===== config.mk =====
export PLATFORM = sky130hd
export DESIGN_NAME = eval_sched
export DESIGN_NICKNAME = d
export VERILOG_FILES = /design/src/rtl/eval_sched_pkg.sv /design/src/rtl/eval_sched_rr_arbiter.sv /design/src/rtl/eval_sched.sv
export SDC_FILE = /design/constraint.sdc
export NUM_CORES = 1
export LEC_CHECK = 0
export BUFFER_PORTS_ARGS = -buffer_cell sky130_fd_sc_hd__buf_2
export CORE_UTILIZATION = 51
export CTS_CLUSTER_SIZE = 40
export DETAILED_ROUTE_END_ITERATION = 7
export PLACE_DENSITY_LB_ADDON = 0.1
export SLEW_MARGIN = 20
export SYNTH_ARGS = -nofsm -noshare
export SYNTH_HDL_FRONTEND = slang
export SYNTH_SLANG_ARGS = --single-unit

===== constraint.sdc =====
create_clock -name clk -period 2.2 [get_ports clk]
set_input_delay 0.33 -clock clk [delete_from_list [all_inputs] [get_ports clk]]
set_output_delay 0.33 -clock clk [all_outputs]
set_load 0.02 [all_outputs]

===== src/rtl/eval_sched_pkg.sv =====
// Shared types and defaults for the evaluation scheduler.
// Latency: n/a (types and constants only).
// Backpressure: n/a.
package eval_sched_pkg;

    localparam int N_DEF    = 4;
    localparam int W_DEF    = 4;
    localparam int LAT_DEF  = 1;
    // Tag id is sized for the largest supported requester count (8).
    localparam int TAG_ID_W = 3;

    typedef enum logic [1:0] {
        ST_IDLE  = 2'd0,
        ST_RUN   = 2'd1,
        ST_DRAIN = 2'd2
    } state_t;

    typedef struct packed {
        logic                valid;
        logic [TAG_ID_W-1:0] id;
    } tag_t;

endpackage


===== src/rtl/eval_sched_rr_arbiter.sv =====
// Round-robin arbiter: first set req bit at or above ptr (mod N) wins.
// Latency: combinational, 0 cycles.
// Backpressure: none; a grant is offered whenever any req bit is set.
// Ports: req (N requests), ptr (search start index), gnt (one-hot grant).
module rr_arbiter #(
    parameter  int N  = 4,
    localparam int PW = $clog2(N)
) (
    input  logic [N-1:0]  req,
    input  logic [PW-1:0] ptr,
    output logic [N-1:0]  gnt
);

    logic [N-1:0] rot;
    logic [N-1:0] rot_oh;
    logic         found;

    // Rotate so that bit 0 corresponds to requester ptr; a plain
    // lowest-bit-first search then implements the round-robin order.
    assign rot = N'({req, req} >> ptr);

    always_comb begin
        rot_oh = '0;
        found  = 1'b0;
        for (int k = 0; k < N; k++) begin
            if (!found && rot[k]) begin
                rot_oh[k] = 1'b1;
                found     = 1'b1;
            end
        end
    end

    // Rotate the one-hot back into requester order.
    assign gnt = N'(({rot_oh, rot_oh} << ptr) >> N);

endmodule


===== src/rtl/eval_sched.sv =====
// Schedules N requesters onto one shared evaluation unit and returns tagged results.
// Latency: grant combinational in cycle T, u_op at T+1, response at T+1+LAT.
// Backpressure: requesters hold req until granted; one grant per cycle, only in RUN with enable.
// Ports: clk/rst, enable, req/op (per requester), gnt, u_op/u_z (unit side),
//        rsp_valid/rsp_id/rsp_z (responses), idle, issue_cnt.
module eval_sched
    import eval_sched_pkg::*;
#(
    parameter  int N   = N_DEF,
    parameter  int W   = W_DEF,
    parameter  int LAT = LAT_DEF,
    localparam int IW  = $clog2(N)
) (
    input  logic           clk,
    input  logic           rst,
    input  logic           enable,
    input  logic [N-1:0]   req,
    input  logic [N*W-1:0] op,
    output logic [N-1:0]   gnt,
    output logic [W-1:0]   u_op,
    input  logic           u_z,
    output logic           rsp_valid,
    output logic [IW-1:0]  rsp_id,
    output logic           rsp_z,
    output logic           idle,
    output logic [7:0]     issue_cnt
);

    state_t        state;
    state_t        state_nxt;
    logic [IW-1:0] ptr;
    logic [N-1:0]  arb_gnt;
    logic          run_en;
    logic          grant_vld;
    logic [IW-1:0] gnt_idx;
    logic          inflight;
    tag_t          tags [0:LAT];

    rr_arbiter #(.N(N)) u_arb (
        .req (req),
        .ptr (ptr),
        .gnt (arb_gnt)
    );

    // State register
    always_ff @(posedge clk) begin
        if (rst) begin
            state <= ST_IDLE;
        end else begin
            state <= state_nxt;
        end
    end

    // Stage LAT is being delivered this cycle, so only earlier stages
    // count as still outstanding when deciding to leave DRAIN.
    always_comb begin
        inflight = 1'b0;
        for (int k = 0; k < LAT; k++) begin
            inflight = inflight | tags[k].valid;
        end
    end

    // Next-state logic
    always_comb begin
        state_nxt = state;
        case (state)
            ST_IDLE:  if (enable)    state_nxt = ST_RUN;
            ST_RUN:   if (!enable)   state_nxt = ST_DRAIN;
            ST_DRAIN: if (!inflight) state_nxt = ST_IDLE;
            default:                 state_nxt = ST_IDLE;
        endcase
    end

    // Output logic; reset forces the visible outputs to their idle values
    // in the same cycle, before the registers themselves have cleared.
    always_comb begin
        idle   = rst || (state == ST_IDLE);
        run_en = !rst && enable && (state == ST_RUN);
        gnt    = run_en ? arb_gnt : '0;
    end

    assign grant_vld = |gnt;

    always_comb begin
        gnt_idx = '0;
        for (int i = 0; i < N; i++) begin
            if (gnt[i]) gnt_idx = IW'(i);
        end
    end

    // Operand register, pointer, counter and tag pipeline
    always_ff @(posedge clk) begin
        if (rst) begin
            ptr       <= '0;
            u_op      <= '0;
            issue_cnt <= '0;
            for (int k = 0; k <= LAT; k++) begin
                tags[k] <= '0;
            end
        end else begin
            if (grant_vld) begin
                ptr       <= (gnt_idx == IW'(N - 1)) ? '0 : gnt_idx + 1'b1;
                u_op      <= op[gnt_idx*W +: W];
                issue_cnt <= issue_cnt + 8'd1;
            end
            tags[0] <= '{valid: grant_vld, id: TAG_ID_W'(gnt_idx)};
            for (int k = 1; k <= LAT; k++) begin
                tags[k] <= tags[k-1];
            end
        end
    end

    assign rsp_valid = tags[LAT].valid && !rst;
    assign rsp_id    = rst ? '0 : IW'(tags[LAT].id);
    assign rsp_z     = u_z;

endmodule


==> flow_summary.toml <==
[timing]
finalSetupViolCount = 0
period_minus_slack_ps = 2020
worstMarginPinSlew_ps = 492
finalHoldViolations = 0
finClkSkew_ps = 5.99
fin_hold_ws_ps = 301
layout_setup_ws_ps = 185
rsz0062_at_grt = "no"
fmax_mhz = 496
max_slew_margin_pct = 67.0
period_share_pct = 91.6
tns_ps = 0
final_max_slew_viol_count = 0

[placed_design]
gp_congestion = 0.907
io_buffers = 42
dp.cells = 193
dpl-instance-area_um2 = 1320
pre_cts_slack_ps = 482
hpwl_um = 1840

[setup_path]
cp-start-kind = "flip-flop"
critical_path_required_ps = 1870
cp_max_fo = 9
cp-end-kind = "output pin"
crit_type = "reg -> out"
crit_arrival_ps = 1690
r2r_cells = 5

[route]
drt_pass1_iterations = 4
drc = 0
via_per_inst = 5.53
ant_nets = 0
via_count = 1089
wl_per_cell_um = 12.3
totalWireLength_um = 2430
drt_iter0_markers = 22

[final_layout]
stdcell_area_um2 = 1360
antennaDiodeCount = 0
utilization_pct = 67.1
drive_gt1_share_pct = 33.5
fillers = 183
area_growth_pct = 20.8
nNetsFinal = 196
final_cells = 197

[outcome]
status = "finished clean"

[grt]
grt_overflow_total = 0
track_usage_pct = 21.8
antenna_found_initial = 0
grt_pass1_wl_um = 4100
grt_max_degree = 22
first_global_vias = 964

[pwr]
power_density_nw_per_um2 = 537
power.leakage_nw = 0.631
power.total_mw = 0.729
max-vdd-ir-drop_mv = 0.416

[yosys]
synth_area_leaders = "dfxtp_1 (39%), nor2_1 (7.7%), o221ai_1 (6.2%)"
yosys-top-cells-count = "nor2_1 (23), dfxtp_1 (22), nand2_1 (9), nor2b_1 (8), o221ai_1 (8)"
syn_area_um2 = 1120
synth_most_common_cell = "nor2_1"
yosysSeqAreaShare_pct = 39.2
avgSynthCellArea_um2 = 8.71
syn_nets = 154
syn_inst = 129
ys_seq_elements = 22
yosysTopAreaCell = "dfxtp_1"
ys_types = 38
synth-edff-count = 0
async_flop_share_pct = 0
synth_top_area_share_pct = 39.2
synth_ff_type = "dfxtp_1"
synth_warnings = 0

[die]
core_um2 = 2020
die_x_um = 48.9
start_util_pct = 55.6
die_y_um = 48.9
pin_count = 45
rows = 16
die_area_um2 = 2390

[clock_tree]
htreeDepth = 1
clk_pin_slew_ps = 120
cts_tree = "built"
cts-resized-gates = 0
clk_root_buffer_cell = "clkbuf_4"
post_cts_buffers = 0
numCtsBuffers = 3
cts.sinks = 22
clk_latency_ps = 300
hold_buffers = 0
cts_buffer_depth = 2

[worst_hold_path]
hold_class = "in -> reg"
min_path_cells = 3

[run]
maxCapViolations = 0
## report_power, final
part	internal, mW	total, mW	switching, mW
Clock	0.101	0.215	0.114
Sequential	0.407	0.416	0.00910
Combinational	0.0408	0.0971	0.0563
Total	0.549	0.729	0.179
## layer usage
| layer | part of all wire [%] | GRT usage, % | vias up |
|---|---|---|---|
| li1 | - | - | 545 |
| met1 | 45 | 27.6 | 494 |
| met2 | 47 | 36.1 | 48 |
| met3 | 7.2 | 5.61 | 2 |
| met4 | 0.49 | 6.37 | 0 |
| met5 | 0 | 0 | - |
## sequential cells by signal (all words and copies together) (netlist names)
register,cells
issue_cnt,8
tags,6
u_op,4
ptr,2
state,2
## cells in the final DEF, fill, tap and decap left out, drive strengths merged, types with 2 or more instances in the layout
cell type	synthesis	routed
o21ai	5	5
o221ai	9	9
nor2	24	24
a21oi	4	4
xor2	6	6
clkbuf	0	4
buf	6	43
inv	3	3
and3	3	3
nand3	5	5
nand4	4	4
and2	2	2
o22a	2	2
dfxtp	22	22
nor2b	10	10
nor3	2	2
nand2	9	9
## kinds of logic after synthesis
logic type               count (synthesis)  synth area share, %
multiplexers                             1                0.891
AND/OR/NAND/NOR                         63                 29.3
buffers and inverters                    9                 5.79
adder cells (fa/ha/maj)                  1                 1.11
XOR/XNOR                                 7                 5.46
AO/OA/AOI/OAI                           26                 18.3
flip-flops                              22                 39.2
## critical path: stages, from the launching register on
cell and delay (ps):
dfxtp_1 540, inv_2 120, a21oi_1 180, o221ai_2 170
nor2_1 180, buf_2 190
## path summary, 6_finish.rpt
check | startpoint | to | slack [ps]
setup / recovery | ptr[1] | gnt[3] | 180
hold / removal | op[7] | u_op[3] | 300
setup reg to reg | ptr[1] | u_op[0] | 600
hold reg to reg | tags[0][0] | tags[0][4] | 450
## layout make-up
cell class / count / area [um2] / area share (%)
Clock buffer: 4 / 36.3 / 2.67
Timing Repair Buffer: 43 / 218 / 16.0
Tap cell: 27 / 33.8 / 2.49
Sequential cell: 22 / 440 / 32.4
Multi-Input combinational cell: 98 / 618 / 45.5
Inverter: 3 / 11.3 / 0.829
No activity file was read; power rests on OpenSTA's default activity.
